<file path="config.mk">
export PLATFORM = sky130hd
export DESIGN_NAME = echo_ctrl
export DESIGN_NICKNAME = d
export VERILOG_FILES = /design/src/rtl/echo_pkg.sv /design/src/rtl/echo_gain_slew.sv /design/src/rtl/echo_ctrl.sv
export SDC_FILE = /design/constraint.sdc
export NUM_CORES = 1
export LEC_CHECK = 0
export BUFFER_PORTS_ARGS = -buffer_cell sky130_fd_sc_hd__buf_2
export CAP_MARGIN = 25
export CORE_MARGIN = 5
export CORE_UTILIZATION = 50
export CTS_CLUSTER_SIZE = 8
export DETAILED_ROUTE_END_ITERATION = 10
export GPL_TIMING_DRIVEN = 0
export PLACE_DENSITY_LB_ADDON = 0.1
export SETUP_SLACK_MARGIN = 0.05
export SYNTH_ARGS = -nofsm -noshare
export SYNTH_HDL_FRONTEND = slang
export SYNTH_SLANG_ARGS = --single-unit
</file>
<file path="constraint.sdc">
create_clock -name clk -period 13.12 [get_ports clk]
set_input_delay 1.312 -clock clk [delete_from_list [all_inputs] [get_ports clk]]
set_output_delay 1.312 -clock clk [all_outputs]
set_load 0.005 [all_outputs]
</file>
<file path="src/rtl/echo_pkg.sv">
// Shared types and constants for the echo parameter sequencer.
package echo_pkg;

  localparam int unsigned GAIN_WIDTH  = 6;
  localparam int unsigned DELAY_WIDTH = 12;
  localparam int unsigned RAMP_STEP   = 1;

  typedef logic [GAIN_WIDTH-1:0]  gain_t;
  typedef logic [DELAY_WIDTH-1:0] delay_t;

  localparam delay_t MAX_DELAY     = 12'd4000;
  localparam delay_t DEFAULT_DELAY = 12'd4000;
  localparam gain_t  DEFAULT_GAIN  = 6'd0;

  typedef enum logic [2:0] {
    StIdle,
    StSlew,
    StRampDown,
    StSwitch,
    StFlush,
    StRampUp
  } echo_state_e;

endpackage

</file>
<file path="src/rtl/echo_gain_slew.sv">
// One saturating step of the gain toward a target; never overshoots the target.
module echo_gain_slew
  import echo_pkg::*;
(
  input  logic [GAIN_WIDTH-1:0] cur_i,
  input  logic [GAIN_WIDTH-1:0] tgt_i,
  output logic [GAIN_WIDTH-1:0] nxt_o
);

  localparam gain_t Step = gain_t'(RAMP_STEP);

  gain_t diff;

  always_comb begin
    nxt_o = tgt_i;
    diff  = '0;
    if (tgt_i > cur_i) begin
      diff = tgt_i - cur_i;
      if (diff > Step) nxt_o = cur_i + Step;
    end else begin
      diff = cur_i - tgt_i;
      if (diff > Step) nxt_o = cur_i - Step;
    end
  end

endmodule

</file>
<file path="src/rtl/echo_ctrl.sv">
// Gain/delay parameter sequencer: slews gain per sample, mutes and flushes around delay changes.
// Define ECHO_CTRL_RETARGET_EN to accept new requests while slewing or ramping up.
module echo_ctrl
  import echo_pkg::*;
(
  input  logic                   clk,
  input  logic                   reset_n,
  input  logic                   sample_tick,
  input  logic                   cfg_valid,
  output logic                   cfg_ready,
  input  logic [GAIN_WIDTH-1:0]  cfg_gain,
  input  logic [DELAY_WIDTH-1:0] cfg_delay,
  output logic [GAIN_WIDTH-1:0]  gain_out,
  output logic [DELAY_WIDTH-1:0] delay_out,
  output logic                   busy
);

  echo_state_e state_q;
  gain_t       gain_q, tgt_gain_q, slew_tgt, slew_nxt;
  delay_t      delay_q, tgt_delay_q, flush_cnt_q, req_delay;
  logic        accept;

  assign req_delay = (cfg_delay > MAX_DELAY) ? MAX_DELAY : cfg_delay;

  always_comb begin
`ifdef ECHO_CTRL_RETARGET_EN
    cfg_ready = (state_q == StIdle) || (state_q == StSlew) || (state_q == StRampUp);
`else
    cfg_ready = (state_q == StIdle);
`endif
  end

  assign busy      = (state_q != StIdle);
  assign accept    = cfg_valid && cfg_ready;
  assign gain_out  = gain_q;
  assign delay_out = delay_q;

  // Ramp-down shares the slew step, aimed at silence.
  assign slew_tgt = (state_q == StRampDown) ? '0 : tgt_gain_q;

  echo_gain_slew u_slew (
    .cur_i (gain_q),
    .tgt_i (slew_tgt),
    .nxt_o (slew_nxt)
  );

  always_ff @(posedge clk or negedge reset_n) begin
    if (!reset_n) begin
      state_q     <= StIdle;
      gain_q      <= DEFAULT_GAIN;
      delay_q     <= DEFAULT_DELAY;
      tgt_gain_q  <= DEFAULT_GAIN;
      tgt_delay_q <= DEFAULT_DELAY;
      flush_cnt_q <= '0;
    end else begin
      case (state_q)
        StIdle: begin
          if (accept) begin
            tgt_gain_q  <= cfg_gain;
            tgt_delay_q <= req_delay;
            if (req_delay != delay_q) begin
              state_q <= (gain_q == '0) ? StSwitch : StRampDown;
            end else if (cfg_gain != gain_q) begin
              state_q <= StSlew;
            end
          end
        end
        StSlew, StRampUp: begin
`ifdef ECHO_CTRL_RETARGET_EN
          if (accept) begin
            tgt_gain_q  <= cfg_gain;
            tgt_delay_q <= req_delay;
            state_q     <= (req_delay == delay_q) ? StSlew : StRampDown;
          end else
`endif
          if (gain_q == tgt_gain_q) begin
            state_q <= StIdle;
          end else if (sample_tick) begin
            gain_q <= slew_nxt;
            if (slew_nxt == tgt_gain_q) state_q <= StIdle;
          end
        end
        StRampDown: begin
          if (gain_q == '0) begin
            state_q <= StSwitch;
          end else if (sample_tick) begin
            gain_q <= slew_nxt;
            if (slew_nxt == '0) state_q <= StSwitch;
          end
        end
        StSwitch: begin
          delay_q     <= tgt_delay_q;
          flush_cnt_q <= tgt_delay_q;
          state_q     <= StFlush;
        end
        StFlush: begin
          gain_q <= '0;
          if (flush_cnt_q == '0) begin
            state_q <= StRampUp;
          end else if (sample_tick) begin
            flush_cnt_q <= flush_cnt_q - 1'b1;
            if (flush_cnt_q == delay_t'(1)) state_q <= StRampUp;
          end
        end
        default: state_q <= StIdle;
      endcase
    end
  end

endmodule

</file>
After elaboration in Yosys (flattened, before gate mapping)
Index checks and enable logic that the tools add are counted.
- flip-flop bits (word level): 51
- input port bits: 22
- output and inout port bits: 20
- add/sub/neg operators: 5
- magnitude comparators: 4
- equal/unequal tests: 22
- muxes and demuxes: 26
- reductions and logical operators: 13
- operators with widths (operator ; number):
    $mux 6 ; 7
    $mux 12 ; 3
    $mux 3 ; 12
    $pmux 12 s2 ; 1
    $pmux 6 s3 ; 1
    $pmux 3 s5 ; 1
    $eq 12x1->1 const B ; 1
    $eq 6x6->1 ; 2
    $gt 12x12->1 const B ; 1
    $gt 6x1->1 const B ; 2
    $logic_not 12->1 ; 1
    $logic_not 6->1 ; 2
    $ne 12x12->1 ; 1
    $ne 3x3->1 const B ; 4
    $sub 12x1->12 const B ; 1
    $sub 6x6->6 ; 2
    $ne 2x2->1 const B ; 4
    $reduce_and 8->1 ; 1
    $add 6x1->6 const B ; 1
    $eq 3x2->1 const B ; 2
    $eq 3x3->1 const B ; 2
    $gt 6x6->1 ; 1
    $ne 3x1->1 const B ; 2
    $ne 6x6->1 ; 1
    other kinds (12) ; 14

Logic depth before layout (Yosys ltp)
- word-level depth: 11
- depth in mapped cells: 18
- mapped depth without buffers: 16

Modules after synthesis
A second synthesis with hierarchy kept.
- cell total of the unflattened synthesis: 390
- area, all modules: 3613.5 um^2
- modules (own cells, without submodules) (module ; times used ; cells each ; area an instance (um^2) ; sequential area each (um^2)):
    echo_ctrl ; 1 ; 295 ; 2862.7 ; 1291.2
    echo_gain_slew ; 1 ; 95 ; 750.7 ; 0.0

Least setup slack after synthesis
OpenSTA, ideal clock, no wires.
- path kind: reg-to-reg
- start point: reg state_q[0]
- end point: reg state_q[0]
- arrival time: 4.169 ns
- data required time: 12.992 ns
- setup slack: 8.824 ns
- stages on the path, launching flop included: 18
- period minus slack after synthesis: 4.296 ns
- path through: dfrtp_1 -> buf_2 -> or3b_4 -> clkbuf_1 -> nand2_1 -> ha_1 -> clkbuf_1 -> and3b_1 -> o2111a_1 -> or4_4 -> a211oi_4 -> and2_4 -> mux2i_4 -> o32a_1 -> and4_1 -> o21a_2 -> o211ai_2 -> mux2_1
- longest elaborated chain between the ends: 9
- ends and longest elaborated chain (element ; line ; text):
    start: declaration ; echo_ctrl.sv:18 ; echo_state_e state_q;
    start signal: assignment ; echo_ctrl.sv:49 ; state_q <= StIdle;
    start signal: assignment ; echo_ctrl.sv:62 ; state_q <= (gain_q == '0) ? StSwitch : StRampDown;
    start signal: assignment ; echo_ctrl.sv:64 ; state_q <= StSlew;
    $eq 3x2->1 ; echo_ctrl.sv:39, echo_ctrl.sv:56 ;
    $mux 6 ; echo_ctrl.sv:39 ; assign slew_tgt = (state_q == StRampDown) ? '0 : tgt_gain_q;
    $sub 6x6->6 (on tied branches) ; echo_gain_slew.sv:21, echo_gain_slew.sv:18 ;
    $gt 6x1->1 (on tied branches) ; echo_gain_slew.sv:22, echo_gain_slew.sv:19 ;
    $mux 6 (on tied branches) ; echo_gain_slew.sv:22, echo_gain_slew.sv:19 ;
    $mux 6 ; echo_gain_slew.sv:17 ; if (tgt_i > cur_i) begin
    $eq 6x6->1 / $logic_not 6->1 (equally long branches) ; echo_ctrl.sv:80, echo_ctrl.sv:88 ;
    $ne 3x3->1 (no source line) / $ne 3x1->1 (equally long branches) ; -- ;
    $reduce_and 8->1 (no source line) ; -- ;
Several ways; a longest one is shown, not always the timed one.
A chain may end at the register's enable or synchronous reset.

Worst setup path after layout
- start point: reg state_q[0]
- end point: reg state_q[2]
Same word-level chain as after synthesis.

==> summary.md <==
| Metric | Value |
|---|---|
| Outcome | finished clean |
| Clock Skew | 0.009388 ns |
| Synth Flop Type | dfrtp_1 |
| Setup crit start | state_q[0] |
| Psw | 0.6849 mW |
| Area added between synthesis and finish | 11.76% |
| CTS tree | yes |
| FP Rows | 32 |
| Tcrit/Tclk final | 0.3655 |
| Most common cell in the netlist | nand2_1 |
| Fin nets | 557 |
| Clock Latency Late Sink | 0.31 ns |
| Synth unique cells | ~70 |
| Syn Inst Count | roughly 470 |
| Synth area leaders | dfrtp_1, dfstp_2, nand2_1 |
| Post-CTS Resized | 0 |
| RSZ-0062 raised after global routing | no |
| Max Clk Rate | 208.5 MHz |
| Synth top area share | 0.2533 |
| Core Box Area | 7607 um2 |
| Via density | 5.853 |
| Synthesized area | 3852 um2 |
| Max Slew Vio Count | 0 |
| Setup violators final | 0 |
| # port buffers | 41 |
| Slew Limit Headroom | 0.4626 |
| Crit Path Class | register to register |
| Post-synth EDFFs | 0 |
| FFs w/ async S/R, synth | 1.000 |
| Sequential share of power | 0.243 |
| H-tree depth | 2 |
| DP Worst Slack | around 8.4 ns |
| Cell Pwr Density | 310.2 nW/um2 |
| Wire length per cell | 17.02 um |
| Cell taking the most area after synthesis | dfrtp_1 |
| Initial Utilization | 0.5064 |
| Gr usage total | 0.2243 |
| Initial DRC count | 222 |
| Routed Antenna Nets | 0 |
| CP endpoint | state_q[2] |
| Startpoint Class | register |
| Clock sink total | 51 |
| Via count | ~3700 |
| Critical path peak fanout | 10 |
| Syn avg cell area | 8.179 um2 |
| Root buf cell | clkbuf_8 |
| Reg-to-reg endpoint | state_q[2] |
| Total power | 1.336 mW |
| Clock Path Buffers | 2 |
| I/O Pins | 42 |
| Most frequent cells after synthesis | nand2_1, nor2_1, o21ai_0 |
| DIE AREA | roughly 9600 um2 |
| Post-layout min period | 4.796 ns |
| Final Routed Wirelength | 10620 um |
| Die Y | 97.78 um |
| Critical path endpoint category | register |
| DP Area | 4210 um2 |
| Pleak | 1.870 nW |
| Hold Crit Class | register to register |
| Max-cap viol count | 0 |
| Setup Buffers After CTS | 0 |
| Reg-to-reg slack, setup | approximately 8.3 ns |
| Largest net degree at the start of global routing | 40 |
| Synthesized flop and latch total | 51 |
| Final Hold Fails | 0 |
| Combinational share of power | 0.683 |
| Initial antenna violation count | 0 |
| Setup TNS | 0 ns |
| Post-CTS Hold Buffers | 0 |
| R2R cell count | 17 |
| Yosys warnings | 0 |
| Layout cell share with drive strength beyond 1 | 0.1743 |
| First-pass GRT wire length | around 18000 um |
| CTS Buf Count | 5 |
| HPWL after detailed placement | just over 8000 um |
| Post-synthesis sequential area ratio | 0.3352 |
| Layout Cells excl Fill | 624 |
| Die W | between 90 and 100 um |
| DRT Pass-1 Iters | 5 |
| Number of global-route vias before repair | about 3400 |
| Ant diodes | 0 |
| Worst EP arrival | ~5 ns |
| DRC Markers | 0 |
| Post-Layout Inst Area | 4305 um2 |
| Reg-to-Reg Start | state_q[0] |
| Worst-Margin Slew | about 0.80 ns |
| Post-synth net total | 507 |
| Total gr overflow | 0 |
| Cell Int Power | 0.6508 mW |
| Clock network power share | 0.074 |
| Critical Path RT | 13.32 ns |
| Net Sw Frac | 0.5128 |
| Placed cell count | 616 |
| Gpl congestion | 0.9216 |
| Clock-pin slew on the worst setup and hold paths | 0.09 ns |
| PnR worst setup slack | 8.324 ns |
| Peak supply drop | 162.2 uV |
-- power groups by stage --
| stage | clock, mW | sequential [mW] | combinational [mW] |
|---|---|---|---|
| floorplan | 0 | 0.300 | 0.684 |
| global placement | 0 | 0.324 | 0.878 |
| detailed placement | 0 | 0.326 | 0.895 |
| CTS | 0.103 | 0.323 | 0.903 |
| global route | 0.109 | 0.336 | 1.01 |
| finish | 0.0986 | 0.324 | 0.913 |
-- worst min-delay path by stage --
stage | start | to | cells past startpoint
6_report | tgt_delay_q[9] | tgt_delay_q[9] | 2
5_1_grt | tgt_delay_q[9] | tgt_delay_q[9] | 2
4_1_cts | tgt_delay_q[9] | tgt_delay_q[9] | 2
3_5_place_dp | tgt_delay_q[9] | tgt_delay_q[9] | 2
3_3_place_gp | tgt_delay_q[9] | tgt_delay_q[9] | 2
2_1_floorplan | tgt_delay_q[10] | tgt_delay_q[10] | 2
-- through the flow --
stage	hold slack [ns]	utilization
floorplan	0.4452	-
global placement	0.4755	0.5502
detailed placement	0.4785	0.5535
CTS	0.4933	0.5660
global route	0.5105	0.5660
finish	0.4967	0.5660
-- critical path, cell delays in order (launching register included) --
cell       delay [ns]
dfrtp_1          0.36
buf_2            0.16
or3b_4           0.44
clkbuf_1         0.28
nand2_1          0.15
ha_1             0.22
clkbuf_1         0.19
and3b_1          0.23
o2111a_1         0.26
or3_1            0.40
o21ai_1          0.52
a21oi_2          0.18
a22oi_1          0.21
o21ai_1          0.13
o2bb2ai_1        0.19
o31ai_4          0.28
o211ai_2         0.15
mux2_1           0.33
-- cell type report --
class | count | area (um2)
multi-input combinational | 376 | 2391
fill | 737 | 3302
tap | 102 | 127.6
inverter | 18 | 67.56
buffer | 26 | 102.6
sequential | 51 | 1291
timing repair buffer | 43 | 230.2
clock buffer | 7 | 86.33
clock inverter | 1 | 8.758
-- cell usage in the layout (no fill, tap or decap), types with 5 or more instances in the layout --
cell,count
inv_1,18
mux2_2,12
buf_2,46
a21oi_1,24
nand2_1,68
clkbuf_1,22
nand3_1,9
xnor2_1,19
nor2_1,44
nor3_1,13
ha_1,13
dfstp_2,12
a22oi_1,7
and3_1,5
clkbuf_8,6
o31ai_1,8
xor2_1,9
dfrtp_1,39
o21ai_0,44
nor2b_1,10
o21ai_1,8
-- metal layers --
metal	up-vias	wire, um	GRT usage	share of wire
met1	1745	5259	0.3494	0.50
met3	5	635	0.03071	0.060
met5	-	0	0	0
li1	1776	-	-	-
met2	126	4686	0.3321	0.44
met4	0	36	0.04579	0.0034
-- registers in the layout, summed over array words and instances, names as in the netlist --
register,flops
flush_cnt_q,12
delay_out,12
tgt_delay_q,12
tgt_gain_q,6
state_q,3
gain_out,6
-- cells by family (layout without fill, tap and decap cells) --
family / count (synthesis) / after routing / share of synthesized area
simple gates: 182 / 182 / 0.2244
buf+inv: 44 / 95 / 0.04417
compound gates: 133 / 133 / 0.2280
mux: 19 / 19 / 0.05716
xor+xnor: 28 / 28 / 0.06366
flops: 51 / 51 / 0.3352
fa+ha+maj: 14 / 14 / 0.04742
Power figures use the tool's default switching activity.
